`src/rtl/fetch_queue_if.sv`:
```
// Fetch front-end bus bundle: instruction-memory request/response, redirect and
// the decode-side valid/ready channel. "master" is the fetch queue, "slave" its environment.
interface fetch_queue_if #(
  parameter int unsigned XLEN = 32,
  parameter int unsigned ILEN = 32
);
  logic            imem_req_valid;
  logic            imem_req_ready;
  logic [XLEN-1:0] imem_req_addr;
  logic            imem_resp_valid;
  logic [ILEN-1:0] imem_resp_data;
  logic            redirect;
  logic [XLEN-1:0] redirect_pc;
  logic            out_valid;
  logic            out_ready;
  logic [XLEN-1:0] out_pc;
  logic [ILEN-1:0] out_inst;
  logic            out_fault;

  modport master (
    output imem_req_valid, imem_req_addr, out_valid, out_pc, out_inst, out_fault,
    input  imem_req_ready, imem_resp_valid, imem_resp_data, redirect, redirect_pc, out_ready
  );

  modport slave (
    input  imem_req_valid, imem_req_addr, out_valid, out_pc, out_inst, out_fault,
    output imem_req_ready, imem_resp_valid, imem_resp_data, redirect, redirect_pc, out_ready
  );
endinterface

```
`src/rtl/fetch_queue.sv`:
```
// Decoupled RV32I fetch front end: sequential requests to a variable-latency imem,
// in-order responses buffered in a DEPTH-entry FIFO, redirect flushes and drops in-flight data.
module fetch_queue #(
  parameter int unsigned    XLEN     = 32,
  parameter int unsigned    ILEN     = 32,
  parameter int unsigned    DEPTH    = 4,
  parameter logic [XLEN-1:0] RESET_PC = '0
) (
  input logic           clock,
  input logic           reset,
  fetch_queue_if.master bus
);
  localparam int unsigned PtrW  = (DEPTH > 1) ? $clog2(DEPTH) : 1;
  localparam int unsigned CntW  = $clog2(DEPTH + 1);
  // Back-to-back redirects can stack more than DEPTH dropped responses.
  localparam int unsigned DropW = CntW + 2;
  localparam logic [ILEN-1:0] NopInst = ILEN'(32'h0000_0013);

  typedef enum logic [0:0] {StRun, StHalt} mode_e;
  mode_e mode_q, mode_d;

  logic [XLEN-1:0]  fetch_pc_q, fetch_pc_d;
  logic [PtrW-1:0]  rd_ptr_q, rd_ptr_d, wr_ptr_q, wr_ptr_d;
  logic [CntW-1:0]  count_q, count_d, outstanding_q, outstanding_d;
  logic [DropW-1:0] drop_q, drop_d;

  logic [XLEN-1:0]  pc_mem   [DEPTH];
  logic [ILEN-1:0]  inst_mem [DEPTH];
  logic [DEPTH-1:0] fault_mem;

  logic            aligned, has_room, req_en, fault_push;
  logic            issue, resp_push, push, pop, head_valid;
  logic [CntW:0]   occupancy;
  logic [PtrW-1:0] issue_slot;

  // Mode FSM: state register
  always_ff @(posedge clock or posedge reset) begin
    if (reset) mode_q <= StRun;
    else       mode_q <= mode_d;
  end

  // Mode FSM: next state
  always_comb begin
    mode_d = mode_q;
    if (bus.redirect)    mode_d = StRun;
    else if (fault_push) mode_d = StHalt;
  end

  // Mode FSM: outputs
  always_comb begin
    aligned    = (fetch_pc_q[1:0] == 2'b00);
    occupancy  = {1'b0, count_q} + {1'b0, outstanding_q};
    has_room   = occupancy < (CntW + 1)'(DEPTH);
    req_en     = 1'b0;
    fault_push = 1'b0;
    unique case (mode_q)
      StRun: begin
        req_en     = aligned && has_room;
        // The fault entry waits until every older response has been queued.
        fault_push = !aligned && (outstanding_q == '0) && (count_q < CntW'(DEPTH)) &&
                     !bus.redirect;
      end
      default: ;
    endcase
  end

  assign bus.imem_req_valid = !reset && !bus.redirect && req_en;
  assign bus.imem_req_addr  = fetch_pc_q;

  assign issue      = bus.imem_req_valid && bus.imem_req_ready;
  assign resp_push  = bus.imem_resp_valid && !bus.redirect && (drop_q == '0);
  assign push       = resp_push || fault_push;
  assign head_valid = (count_q != '0);
  assign pop        = head_valid && bus.out_ready;
  // Slots are reserved in issue order right behind the responses still owed.
  assign issue_slot = wr_ptr_q + PtrW'(outstanding_q);

  always_comb begin
    fetch_pc_d    = fetch_pc_q;
    rd_ptr_d      = rd_ptr_q;
    wr_ptr_d      = wr_ptr_q;
    count_d       = count_q;
    outstanding_d = outstanding_q;
    drop_d        = drop_q;
    if (bus.redirect) begin
      fetch_pc_d    = bus.redirect_pc;
      rd_ptr_d      = '0;
      wr_ptr_d      = '0;
      count_d       = '0;
      outstanding_d = '0;
      drop_d        = DropW'(outstanding_q) + drop_q - DropW'(bus.imem_resp_valid);
    end else begin
      if (issue) fetch_pc_d = fetch_pc_q + XLEN'(4);
      outstanding_d = outstanding_q + CntW'(issue) - CntW'(resp_push);
      if (bus.imem_resp_valid && (drop_q != '0)) drop_d = drop_q - DropW'(1);
      if (push) wr_ptr_d = wr_ptr_q + PtrW'(1);
      if (pop)  rd_ptr_d = rd_ptr_q + PtrW'(1);
      count_d = count_q + CntW'(push) - CntW'(pop);
    end
  end

  always_ff @(posedge clock or posedge reset) begin
    if (reset) begin
      fetch_pc_q    <= RESET_PC;
      rd_ptr_q      <= '0;
      wr_ptr_q      <= '0;
      count_q       <= '0;
      outstanding_q <= '0;
      drop_q        <= '0;
    end else begin
      fetch_pc_q    <= fetch_pc_d;
      rd_ptr_q      <= rd_ptr_d;
      wr_ptr_q      <= wr_ptr_d;
      count_q       <= count_d;
      outstanding_q <= outstanding_d;
      drop_q        <= drop_d;
    end
  end

  // Storage needs no reset: outputs are masked by head_valid.
  always_ff @(posedge clock) begin
    if (issue)      pc_mem[issue_slot] <= fetch_pc_q;
    if (fault_push) pc_mem[wr_ptr_q]   <= fetch_pc_q;
    if (push) begin
      inst_mem[wr_ptr_q]  <= resp_push ? bus.imem_resp_data : NopInst;
      fault_mem[wr_ptr_q] <= !resp_push;
    end
  end

  assign bus.out_valid = head_valid;
  assign bus.out_pc    = head_valid ? pc_mem[rd_ptr_q]    : '0;
  assign bus.out_inst  = head_valid ? inst_mem[rd_ptr_q]  : '0;
  assign bus.out_fault = head_valid ? fault_mem[rd_ptr_q] : 1'b0;
endmodule
```
`src/flat_wrapper.sv`:
```
// flat-port wrapper written by rule: the top's interface ports become plain ports
module fetch_queue_flat 
#(
  parameter int unsigned    XLEN     = 32,
  parameter int unsigned    ILEN     = 32,
  parameter int unsigned    DEPTH    = 4,
  parameter logic [XLEN-1:0] RESET_PC = '0
)
  (clock, reset, bus_imem_req_valid, bus_imem_req_addr, bus_out_valid, bus_out_pc, bus_out_inst, bus_out_fault, bus_imem_req_ready, bus_imem_resp_valid, bus_imem_resp_data, bus_redirect, bus_redirect_pc, bus_out_ready);
  fetch_queue_if #(.XLEN(XLEN), .ILEN(ILEN)) bus_i ();
  input logic clock;
  input logic reset;
  output wire logic [$bits(bus_i.imem_req_valid)-1:0] bus_imem_req_valid;
  output wire logic [$bits(bus_i.imem_req_addr)-1:0] bus_imem_req_addr;
  output wire logic [$bits(bus_i.out_valid)-1:0] bus_out_valid;
  output wire logic [$bits(bus_i.out_pc)-1:0] bus_out_pc;
  output wire logic [$bits(bus_i.out_inst)-1:0] bus_out_inst;
  output wire logic [$bits(bus_i.out_fault)-1:0] bus_out_fault;
  input wire logic [$bits(bus_i.imem_req_ready)-1:0] bus_imem_req_ready;
  input wire logic [$bits(bus_i.imem_resp_valid)-1:0] bus_imem_resp_valid;
  input wire logic [$bits(bus_i.imem_resp_data)-1:0] bus_imem_resp_data;
  input wire logic [$bits(bus_i.redirect)-1:0] bus_redirect;
  input wire logic [$bits(bus_i.redirect_pc)-1:0] bus_redirect_pc;
  input wire logic [$bits(bus_i.out_ready)-1:0] bus_out_ready;
  assign bus_imem_req_valid = bus_i.imem_req_valid;
  assign bus_imem_req_addr = bus_i.imem_req_addr;
  assign bus_out_valid = bus_i.out_valid;
  assign bus_out_pc = bus_i.out_pc;
  assign bus_out_inst = bus_i.out_inst;
  assign bus_out_fault = bus_i.out_fault;
  assign bus_i.imem_req_ready = bus_imem_req_ready;
  assign bus_i.imem_resp_valid = bus_imem_resp_valid;
  assign bus_i.imem_resp_data = bus_imem_resp_data;
  assign bus_i.redirect = bus_redirect;
  assign bus_i.redirect_pc = bus_redirect_pc;
  assign bus_i.out_ready = bus_out_ready;
  fetch_queue #(.XLEN(XLEN), .ILEN(ILEN), .DEPTH(DEPTH), .RESET_PC(RESET_PC)) u_core (.clock(clock), .reset(reset), .bus(bus_i));
endmodule
```
`config.mk`:
```
export PLATFORM = sky130hd
export DESIGN_NAME = fetch_queue_flat
export DESIGN_NICKNAME = d
export VERILOG_FILES = /design/src/rtl/fetch_queue_if.sv /design/src/rtl/fetch_queue.sv /design/src/flat_wrapper.sv
export SDC_FILE = /design/constraint.sdc
export NUM_CORES = 1
export LEC_CHECK = 0
export BUFFER_PORTS_ARGS = -buffer_cell sky130_fd_sc_hd__buf_2
export CAP_MARGIN = 40
export CORE_MARGIN = 3
export CORE_UTILIZATION = 40
export CTS_BUF_LIST = sky130_fd_sc_hd__clkbuf_4 sky130_fd_sc_hd__clkbuf_8 sky130_fd_sc_hd__clkbuf_16
export CTS_CLUSTER_DIAMETER = 150
export DETAILED_ROUTE_END_ITERATION = 10
export HOLD_SLACK_MARGIN = 0.08
export PLACE_DENSITY = 0.61
export SYNTH_ARGS = -nofsm -noshare
export SYNTH_HDL_FRONTEND = slang
export SYNTH_SLANG_ARGS = --single-unit
```
`constraint.sdc`:
```
create_clock -name clock -period 3.62 [get_ports clock]
set_input_delay 0.181 -clock clock [delete_from_list [all_inputs] [get_ports clock]]
set_output_delay 0.181 -clock clock [all_outputs]
set_load 0.005 [all_outputs]
```
* After elaboration in Yosys (flattened, before gate mapping)
Memory sizes are Yosys's and may differ from the RTL's. Index checks and enable logic that the tools add are counted.
Storage, ports and cells: flip-flop bits (word level) 52, memory bits (writable) 256, bits of input ports 70, output and inout bits 99, word-level logic and storage cells 87, memories 2
Cells by class: add/sub/neg operators 12, order comparisons 5, multiplexer cells 32, reduce and logical (&&, ||, !) cells 28
Memory list:
- u_core.inst_mem | depth 4, bits a word 32, rd ports 1, clocked after Yosys merged registers in 0, wr ports 1, RTL line fetch_queue.sv:28 | logic [ILEN-1:0] inst_mem [DEPTH];
- u_core.pc_mem | depth 4, bits a word 32, rd ports 1, clocked after Yosys merged registers in 0, wr ports 1, RTL line fetch_queue.sv:27 | logic [XLEN-1:0] pc_mem [DEPTH];
Operators with widths (number):
- 32-bit 2-to-1 mux | 6
- 32-bit by 3-bit adder with 32-bit output (second input constant) | 1
- 32-bit OR reduction | 1
- 1-bit 2-to-1 mux | 14
- 1-bit logical AND | 12
- 2-bit 2-to-1 mux | 5
- 5-bit 2-to-1 mux | 2
- 2-bit nonzero test | 5
- 3-bit by 1-bit adder with 3-bit output | 2
- 2-bit by 3-bit < comparator with 1-bit output (second input constant) | 2
- 3-bit 2-to-1 mux | 2
- 3-bit by 1-bit subtractor with 3-bit output | 2
- 3-bit by 5-bit adder with 5-bit output | 1
- 5-bit zero test | 1
- 5-bit nonzero test | 1
- 5-bit by 1-bit subtractor with 5-bit output | 1
- 5-bit by 1-bit subtractor with 5-bit output (second input constant) | 1
- 2-bit by 1-bit adder with 2-bit output (second input constant) | 2
- 3-bit by 3-bit adder with 4-bit output | 1
- 4-bit bitwise mux | 1
- 1-bit zero test | 4
- 4-bit by 3-bit < comparator with 1-bit output (second input constant) | 1
- 3-bit zero test | 1
- 3-bit < comparator (second input constant) | 1
- other kinds (7) | 7

* Longest topological paths before layout
Gate-level depths: netlist (run 1).
depth after elaboration 10, depth in mapped cells 13, depth with buffers taken out 11

* Worst setup path before layout (run 1)
Ideal clock, no wire load.
kind reg2reg, from reg u_core.outstanding_q[1], to mem u_core.pc_mem[0][0], enable pin, setup time 0.421 ns, data arrival time 2.893 ns, data required time 3.199 ns, setup slack 0.306 ns, stages on the path, launching flop included 6, path buffers 0, clock period less this slack 3.314 ns, cell sequence dfrtp_1 > or4_1 > nor4_4 > nor2_1 > xnor2_1 > nor2_1
On the way: longest elaborated chain between the ends 9, elaborated cells between the ends (all ways) 19, those cells by class add/sub (2); order compare (1); mux (8); reduce/logical (8)
Ends and longest elaborated chain:
- start: declaration | RTL line fetch_queue.sv:24 | logic [CntW-1:0] count_q, count_d, outstanding_q, outstanding_d;
- start signal: assignment | RTL line fetch_queue.sv:115 | outstanding_q <= outstanding_d;
- 3-bit by 3-bit adder with 4-bit output or 3-bit zero test (tied branches) | RTL line fetch_queue.sv:52, fetch_queue.sv:60
- 4-bit by 3-bit < comparator with 1-bit output or 1-bit logical AND (tied branches) | RTL line fetch_queue.sv:53, fetch_queue.sv:60
- 1-bit logical AND, on equally long branches | RTL line fetch_queue.sv:58, fetch_queue.sv:60
- 1-bit 2-to-1 mux or 1-bit logical AND (tied branches) | RTL line fetch_queue.sv:56, fetch_queue.sv:60
- 1-bit logical AND or 1-bit 2-to-1 mux (tied branches) | RTL line fetch_queue.sv:67, fetch_queue.sv:56
- 1-bit logical AND or 1-bit 2-to-1 mux (tied branches) | RTL line fetch_queue.sv:70, fetch_queue.sv:123
- 1-bit 2-to-1 mux, on equally long branches | RTL line fetch_queue.sv:122, fetch_queue.sv:123
- 1-bit 2-to-1 mux (not written as such) or 32-bit OR reduction (tied branches)
- 1-bit 2-to-1 mux (no source line) or 2-bit 2-to-1 mux (tied branches)
- end: declaration | RTL line fetch_queue.sv:27
Parallel ways exist; a longest one is shown, timed or not.

* Worst setup path after layout (run 1)
from reg u_core.outstanding_q[2], to mem u_core.pc_mem[1][7], enable pin
Same word-level chain as after synthesis.

==> results.md, run 1 <==
* Final setup viols at 0
* CTS Buffer Depth at 3
* Fin. max-slew vios at 0
* Nets at 1152
* Rows at 65
* Cells after synthesis at 809
* #FFs+latches synth at between 300 and 400
* Gr ovfl total at 0
* Clock root buffer: clkbuf_16
* Tightest Pin Transition at 750 ps
* Fillers at approximately 2700
* Cell area after layout at 16500 um^2
* First DRT Iteration DRCs at between 500 and 600
* Dpl cell area at 14700 um^2
* Crit path kind: reg -> reg
* Clock-pin slew on the worst setup and hold paths at 60 ps
* Critical Path AT at 3100 ps
* Required @ worst endpoint at 3880 ps
* Tmin final at roughly 2800 ps
* Area contributors post-synth: edfxtp_1, mux4_2, dfrtp_1
* RSZ-0062 raised after global routing: false
* Ant. Diodes at 0
* Port buffer count at 168
* Synth async-reset ratio at 0.156
* Final hold violations at 0
* Share of cells above drive strength 1 at 0.304
* Wire per inst at just under 20 um
* Status: finished, final reports clean
* HPWL Detailed at 19100 um
* Synth area leader: edfxtp_1
* # resized after CTS at 0
* Pin count of the biggest net entering global routing at 67
* Clock Sinks at 308
* Predominant post-synthesis flop cell: edfxtp_1
* Post-synth cell types at 52
* Vias post-DR at 7754
* Sequential-to-total area share from yosys stat at 0.682
* Setup crit end kind: flip-flop
* Final hold slack at around 140 ps
* Die width at between 150 and 200 um
* Dpl ws at 752 ps
* Critical path buffers and inverters at 1
* Number of global-route vias before repair at around 8200
* P&R area growth vs syn at 24.5%
* TritonRoute pass-1 iters at 7
* Crit Path Max Fanout at 18
* Worst-Skew Late Latency at 560 ps
* HP Class: in -> reg
* Total Routing Usage GR at 0.169
* CTS Buf Count at 31
* Die area at roughly 35000 um^2
* Post-Syn Nets at 903
* Post-Syn Area at 13200 um^2
* GPL Wtd Cong at 0.811
* Slew HR at 0.500
* Remaining antenna violation count after routing at 0
* Residual DRC at 0
* Slowest CP cell: nor4_2
* Vias per cell at just over 5
* Slowest stage delay, CP at 470 ps
* Htree depth at 1
* Post-synth EDFFs at 260
* Core ar. at 32000 um^2
* First-pass GRT wire length at 47100 um
* Num ports at ~170
* Register Area at 9020 um^2
* Delay-heaviest family, CP: simple AND/OR/NAND/NOR gates
* Avg Cell Area, Syn at between 15 and 20 um^2
* Maximum clock frequency at 352 MHz
* Post-synth top area share at 0.591
* Lkg Pwr at around 6 nW
* Worst setup margin at between 700 and 800 ps
* Share of the clock period used by the worst path at 0.784
* Final wirelength at 29900 um
* Post-CTS setup buffers at 0
* Post-route setup TNS at 0 ps
* Crit-path cells: ha_1 -> nor4_2 -> and4_1 -> a22oi_1 -> nor2_4 -> buf_12
* VDD IR max at 0.000342 V
* Kind of start point of the critical path: flip-flop
* Area of the multi-input gates at between 3000 and 4000 um^2
* Max-cap violations at 0
* Syn. warnings at 0
* PD cells at 648 nW/um^2
* Initial antenna violation count at 1
* Skew final at 22.9 ps
* Die Ht at 188 um
* CTS tree: done
* Initial core utilization at 0.412
cells by family after synthesis:
family / count (synthesis) / synth area share
buffers and inverters: 71 / 0.0219
adder cells (fa/ha/maj): 24 / 0.0244
multiplexers: 72 / 0.116
XOR/XNOR: 27 / 0.0179
flip-flops: 308 / 0.682
AND/OR/NAND/NOR: 248 / 0.109
AO/OA/AOI/OAI: 59 / 0.0288
power by group:
| part | internal (mW) | total [mW] | switching (mW) | leakage [nW] |
|---|---|---|---|---|
| Sequential | 4.24 | 4.58 | 0.337 | 2.93 |
| Clock | 2.09 | 3.40 | 1.31 | 0.543 |
| Combinational | 1.43 | 2.68 | 1.25 | 2.56 |
| Total | 7.76 | 10.7 | 2.90 | 6.03 |
final timing paths:
| kind | to | startpoint | cells past startpoint | slack (ps) |
|---|---|---|---|---|
| setup / recovery | u_core.pc_mem[1][7] | u_core.outstanding_q[2] | 6 | 780 |
| hold / removal | u_core.drop_q[2] | bus_imem_resp_valid | 4 | 140 |
| setup reg to reg | u_core.pc_mem[1][7] | u_core.outstanding_q[2] | 6 | 780 |
| hold reg to reg | u_core.drop_q[4] | u_core.drop_q[4] | 1 | 480 |
| max in group asynchronous | u_core.bus.imem_req_addr[16] | reset | 4 | 2580 |
| min in group asynchronous | u_core.bus.imem_req_addr[23] | reset | 3 | 250 |
layout by cell type (no fill, tap or decap), types with 4 or more instances in the layout:
cell type      count
nor2_1            24
xnor2_1           18
and2_2             4
bufinv_16          7
and3_1             9
o21ai_0           25
buf_12             4
nor3_1             8
nor2b_1            6
nand3_1           13
ha_1              21
nor2_4             4
clkbuf_16         31
and2_1            96
buf_4             17
dlygate4sd3_1     68
nand4_1            9
edfxtp_1         260
inv_1             29
a41oi_1            4
a21oi_1            7
dfrtp_1           46
clkinv_1           7
buf_2            168
and4_1             6
nand2_1           43
mux2_2             4
clkinv_2           5
mux4_2            65
nand2b_1           5
xor2_1             9
o211ai_1           7
cell type report:
cell class / count / share of cell area
Clock buffer: 34 / 0.0485
Clock inverter: 24 / 0.0185
Inverter: 30 / 0.00684
Multi-Input combinational cell: 430 / 0.240
Sequential cell: 308 / 0.548
Tap cell: 435 / 0.0331
Timing Repair Buffer: 257 / 0.105
worst min-delay path, stage by stage:
cell and delay [ps]:
buf_2 140, nand3b_1 110, xnor2_1 130, o21ai_0 70
layer usage:
| layer | global-route usage | routed length (um) | share of wire | vias to the layer above |
|---|---|---|---|---|
| li1 | - | - | - | 3568 |
| met1 | 0.231 | 12900 | 0.43 | 3954 |
| met2 | 0.287 | 15000 | 0.50 | 185 |
| met3 | 0.0251 | 1270 | 0.042 | 47 |
| met4 | 0.0456 | 675 | 0.023 | 0 |
| met5 | 0 | 0 | 0 | - |
Yosys cell counts, types with 10 or more instances:
master    instances
nand3_1          13
ha_1             21
edfxtp_1        260
mux4_2           65
and2_1          100
o21ai_0          25
inv_1            30
nand2_1          43
xnor2_1          18
nor2_1           28
buf_2            10
dfrtp_1          48
clkbuf_1         24
per-stage QoR:
stage               utilization  total power [mW]  std cells
floorplan                     -              6.25        809
global placement          0.458              7.31       1391
detailed placement        0.458              7.34       1392
CTS                       0.514              10.8       1518
global route              0.514              11.2       1518
finish                    0.514              10.7       1518
sequential cells by signal, summed over array words and instances (netlist names):
| name | count |
|---|---|
| u_core.drop_q | 5 |
| u_core.pc_mem | 128 |
| u_core.rd_ptr_q | 2 |
| u_core.outstanding_q | 3 |
| u_core.fault_mem | 4 |
| u_core.bus.imem_req_addr | 32 |
| u_core.wr_ptr_q | 2 |
| u_core.inst_mem | 128 |
| u_core.count_q | 3 |
| u_core.mode_q | 1 |
what timing repair did:
| action | in CTS | in global routing |
|---|---|---|
| hold buffers | 68 | 0 |
| hold endpoints to repair | 181 | 0 |
| setup endpoints to repair | 0 | 0 |
Note: power is estimated with default switching activity, not from simulation.
==> run 2, diff against run 1 <==
Settings changed: ABC_AREA set to 1, PLACE_DENSITY 0.61 to 0.63.
Clock period 3.62 ns to 2.4 ns, I/O delays scaled along.
==> run 2 against run 1 <==
Effect of this change:
- combinational power is 94% higher
- final cell count is 42% higher
- total power is 61% higher
- register-to-register slack worse by 570 ps
- first-iteration DRC count is 41% higher
- critical path depth is 1 lower
==> results.md, run 2 <==
* Share of cells above drive strength 1 at 0.175
* Ant. Diodes at 0
* Core ar. at 34000 um^2
* Final wirelength at approximately 36000 um
* Clock Sinks at 308
* Post-synth top area share at 0.556
* Sequential-to-total area share from yosys stat at 0.642
* Die width at 193 um
* Slew HR at 0.429
* Lkg Pwr at 7.20 nW
* Die Ht at 193 um
* Setup crit end kind: output port
* Post-Syn Nets at 1528
* Die area at 37400 um^2
* Clock-pin slew on the worst setup and hold paths at 60 ps
* GPL Wtd Cong at 0.828
* Residual DRC at 0
* Sw Pwr at ~5.7 mW
* Vias post-DR at 10800
* First-pass GRT wire length at 56700 um
* Critical Path AT at 2140 ps
* Post-Syn Area at 14000 um^2
* Port buffer count at 168
* Remaining antenna violation count after routing at 0
* Avg Cell Area, Syn at 9.79 um^2
* Gr ovfl total at 0
* Sw Ratio at 0.335
* Commonest cells in the synthesized netlist: nor2_1, edfxtp_1, nand2_1
* Crit path kind: reg -> out
* P&R area growth vs syn at 24.3%
* Number of global-route vias before repair at ~11000
* Area contributors post-synth: edfxtp_1, nor2_1, dfrtp_1
* HPWL Detailed at roughly 22000 um
* Tightest Pin Transition at 856 ps
* Initial antenna violation count at 1
* Clock root buffer: clkbuf_16
* Tmin final at 2260 ps
* TritonRoute pass-1 iters at 5
* Status: finished, final reports clean
* Cells after synthesis at 1434
* Most frequent cell after synthesis: nor2_1
* Overall power at 17.2 mW
* Skew final at roughly 29 ps
* Seq pwr share at 0.399
* Maximum clock frequency at between 400 and 500 MHz
* Max-cap violations at 0
* Most frequent cells in the layout: nor2_1, edfxtp_1, nand2_1, buf_2, o21ai_0
* Post-route setup TNS at 0 ps
* Clock share of power at 0.298
* Share of the clock period used by the worst path at 0.940
* Final hold violations at 0
* Crit Path Max Fanout at 65
* Cell Int Power at 11.4 mW
* HP Class: in -> async
* Final setup viols at 0
* Pin count of the biggest net entering global routing at 66
* Fillers at 3098
* Commonest non-fill, non-tap cell in the layout: nor2_1
* CTS tree: done
* Htree depth at 2
* Worst-Skew Late Latency at 520 ps
* #FFs+latches synth at just over 300
* Rows at 67
* RSZ-0062 raised after global routing: false
* Total Routing Usage GR at 0.185
* Required @ worst endpoint at 2280 ps
* Vias per cell at 5.01
* Post-synth EDFFs at 260
* Fin. max-slew vios at 0
* Num ports at between 150 and 200
* Comb power frac at 0.304
* CTS Buf Count at 34
* PD cells at between 900 and 1000 nW/um^2
* Nets at 1773
* CTS Buffer Depth at 3
* Syn. warnings at 0
* First DRT Iteration DRCs at 793
* VDD IR max at between 0.0005 and 0.0006 V
* Synth area leader: edfxtp_1
* Initial core utilization at 0.413
* Synth async-reset ratio at 0.156
* Kind of start point of the critical path: flip-flop
* Predominant post-synthesis flop cell: edfxtp_1
* Wire per inst at ~17 um
* Post-synth cell types at 29
## run 2: through the flow
step,setup slack [ps],hold WS (ps),instance area (um^2),std cells,util
2_1_floorplan,-253,237,14100,1434,-
3_3_place_gp,220,160,15600,2019,0.458
3_5_place_dp,173,170,15600,2019,0.458
4_1_cts,88.8,159,17400,2147,0.511
5_1_grt,0.815,221,17500,2150,0.513
6_report,143,168,17500,2150,0.513
## run 2: layout make-up
class | instances | area [um^2] | share of cell area
inverters | 115 | 432 | 0.0247
well taps | 448 | 561 | 0.0321
clock inverters | 15 | 154 | 0.00881
flip-flops and latches | 308 | 9010 | 0.516
clock buffers | 44 | 950 | 0.0544
multi-input cells | 944 | 4360 | 0.250
repair buffers | 276 | 1990 | 0.114
## run 2: cell families (layout without fill, tap and decap cells)
group | after synthesis | after routing | synth area share
buffers and inverters | 182 | 450 | 0.0531
DFF | 308 | 308 | 0.642
adders and majority gates | 24 | 24 | 0.0230
AOI/OAI and AO/OA | 224 | 224 | 0.0804
and+or+nand+nor | 679 | 679 | 0.191
xor gates and xnor gates | 17 | 17 | 0.0106
## run 2: timing repair
item / CTS / global route
hold buffers: 69 / 0
setup buffers: 0 / 2
endpoints found under the hold margin: 186 / 0
resized for setup: 0 / 8
endpoints found under the setup margin: 0 / 90
## run 2: layer usage
| metal | vias up | part of all wire | global-route usage | wire (um) |
|---|---|---|---|---|
| li1 | 5240 | - | - | - |
| met5 | - | 0.00020 | 0 | 7 |
| met1 | 5160 | 0.45 | 0.252 | 15900 |
| met4 | 2 | 0.025 | 0.0514 | 876 |
| met2 | 319 | 0.47 | 0.308 | 16800 |
| met3 | 58 | 0.060 | 0.0330 | 2140 |
## run 2: critical path, stage by stage, from the launching register on
cell and delay [ps]:
dfrtp_2 370, buf_4 670, nor2_1 100, o21ai_0 170
a21oi_2 150, buf_2 150
## run 2: worst paths after layout
path                                     from                     endpoint  slack [ps]  cells past startpoint
setup reg to reg             u_core.drop_q[1]      u_core.outstanding_q[2]         210                     13
setup / recovery           u_core.rd_ptr_q[1]                bus_out_pc[4]         140                      5
max in group asynchronous               reset  u_core.bus.imem_req_addr[5]        1470                      4
hold reg to reg              u_core.drop_q[2]             u_core.drop_q[2]         540                      2
hold / removal                          reset           u_core.rd_ptr_q[1]         170                      3
min in group clock         bus_imem_req_ready      u_core.outstanding_q[0]         190                      6
## run 2: power by group through the flow
stage,combinational (mW),clock [mW],sequential (mW)
detailed placement,5.13,0,6.94
global placement,5.06,0,6.92
global route,5.85,5.41,6.90
CTS,5.26,5.21,6.83
finish,5.21,5.11,6.84
floorplan,2.92,0,6.80
==> run 3, diff against run 2 <==
Settings changed: CELL_PAD_IN_SITES_DETAIL_PLACEMENT set to 0, CELL_PAD_IN_SITES_GLOBAL_PLACEMENT set to 1, PLACE_DENSITY 0.63 to 0.77.
==> run 3 against run 2 <==
Effect of this change:
- via count shrank 0.60%
- utilization grew 0.43 points
- worst hold slack gained 31 ps
- count of clock-buffer cells in the layout shrank 2
- largest power group unchanged
- wire length grew 1.4%
- largest cell class unchanged
- clock power grew 4.7%
- sequential share of layout area shrank 0.43 points
- die area is the same
- sequential power is essentially flat
==> results.md, run 3 (synthesis gave the netlist of run 2 again) <==
* Status: finished, final reports clean
* Share of cells above drive strength 1 at 0.175
* Max-cap violations at 0
* Core ar. at around 34000 um^2
* Comb power frac at 0.304
* Fin. max-slew vios at 0
* Worst-Skew Late Latency at approximately 520 ps
* Wire per inst at 16.8 um
* Crit path kind: reg -> out
* Slew HR at 0.652
* Maximum clock frequency at approximately 420 MHz
* Die width at 193 um
* Num ports at ~170
* Tightest Pin Transition at 522 ps
* Setup crit start: u_core.rd_ptr_q[0]
* Initial core utilization at 0.413
* Register Area at between 9000 and 10000 um^2
* Area of the multi-input gates at 4340 um^2
* Seq pwr share at 0.390
* Tmin final at about 2400 ps
* Clock root buffer: clkbuf_16
* Final setup viols at 0
* CTS tree: done
* First-pass GRT wire length at 57100 um
* GPL Wtd Cong at approximately 0.84
* Required @ worst endpoint at between 2000 and 2500 ps
* Vias post-DR at 10700
* Die area at 37400 um^2
* CTS Buffer Depth at 3
* Crit Path Max Fanout at 31
* R2R Path End: u_core.inst_mem[1][0]
* Number of global-route vias before repair at roughly 11000
* Critical Path AT at 2240 ps
* Clock-pin slew on the worst setup and hold paths at 60 ps
* Kind of start point of the critical path: flip-flop
* PD cells at just under 1000 nW/um^2
* Worst setup margin at about 40 ps
* Setup crit end kind: output port
* Nets at 1772
* CTS Buf Count at 34
* Lkg Pwr at 7.27 nW
* Final wirelength at 36200 um
* First DRT Iteration DRCs at 771
* Gr ovfl total at 0
* RSZ-0062 raised after global routing: false
* Htree depth at 2
* Initial antenna violation count at 0
* Util after Layout at 0.517
* Overall power at 17.5 mW
* Commonest non-fill, non-tap cell in the layout: nor2_1
* Port buffer count at 168
* Dpl ws at 183 ps
* Share of the clock period used by the worst path at 0.983
* R2r startpoint: u_core.outstanding_q[1]
* Final hold violations at 0
* P&R area growth vs syn at 25.4%
* Vias per cell at 4.98
* TritonRoute pass-1 iters at 5
* Residual DRC at 0
* Cell Int Power at 11.7 mW
* Most frequent cells in the layout: nor2_1, edfxtp_1, nand2_1, buf_2, o21ai_0
* Ant. Diodes at 0
* Fillers at 3101
* Clock Sinks at 308
* Clock share of power at 0.305
* Post-route setup TNS at 0 ps
* Slowest stage delay, CP at 490 ps
* Sw Pwr at 5.79 mW
* Flop-to-flop setup slack at 190 ps
* Crit path top cell by count: nor2_1
* HP Class: in -> async
* Skew final at 13.4 ps
* Slowest CP cell: dfrtp_4
* Crit-path cells: buf_16 -> buf_8 -> nor2_1 -> nor2_1 -> o21ai_0 -> a21oi_1 -> buf_2
* Sw Ratio at 0.331
* Cells on worst reg2reg path at 7
* Remaining antenna violation count after routing at 0
* HPWL Detailed at 22700 um
* Die Ht at 193 um
* Pin count of the biggest net entering global routing at 62
* Total Routing Usage GR at 0.188
* VDD IR max at just under 0.0007 V
* Rows at between 60 and 70
## run 3: cell types whose count changed in the layout (fill, tap and decap cells not counted), moves of 2 or more
cell	delta
nor2_4	-2
bufinv_16	+3
buf_6	-3
buf_16	+2
buf_8	+2
inv_6	+2
nor2_2	+2
buf_4	-6
buf_12	+4
## run 3: final cells by class
cell class	instances	share of cell area
Tap cell	448	0.0318
Clock inverter	20	0.0144
Multi-Input combinational cell	944	0.247
Inverter	115	0.0247
Sequential cell	308	0.512
Timing Repair Buffer	275	0.119
Clock buffer	42	0.0517
## run 3: worst max-delay path, delay by kind of cell (launching register included)
kind / cells / cell delay [ps]
buf+inv: 3 / 640
flops: 1 / 490
compound gates: 2 / 410
simple gates: 2 / 160
## run 3: repair_timing
action / in CTS / in global routing
hold buffers: 68 / 0
hold endpoints to repair: 203 / 0
gates cloned: 0 / 2
buffers inserted: 0 / 3
pin swaps: 0 / 2
resized for setup: 3 / 10
setup endpoints to repair: 8 / 51
## run 3: per-stage QoR
step / hold WS (ps) / instance area [um^2] / instances
floorplan: 237 / 14100 / 1434
global placement: 339 / 15600 / 2016
detailed placement: 174 / 15600 / 2017
CTS: 189 / 17500 / 2147
global route: 218 / 17600 / 2152
finish: 199 / 17600 / 2152
## run 3: routing by layer
metal  up-vias  global-route usage  wire length (um)
met2       303               0.309             16900
met3        54              0.0266              2040
li1       5254                   -                 -
met5         -                   0                 0
met1      5103               0.263             16400
met4         0              0.0563               856
## run 3: power groups by stage
stage	clock (mW)	combinational (mW)	sequential, mW
finish	5.35	5.33	6.83
detailed placement	0	5.17	6.92
CTS	5.45	5.30	6.82
global placement	0	5.11	6.90
global route	5.67	5.99	6.89
floorplan	0	2.92	6.80
## run 3: worst max path at each step
stage | to | slack (ps) | cells past startpoint
5_1_grt | u_core.pc_mem[1][9] | 2 | 9
2_1_floorplan | u_core.pc_mem[0][0] | -250 | 8
6_report | bus_out_pc[8] | 40 | 7
4_1_cts | bus_out_pc[8] | 9 | 7
3_3_place_gp | u_core.outstanding_q[2] | 180 | 13
3_5_place_dp | u_core.outstanding_q[2] | 180 | 13
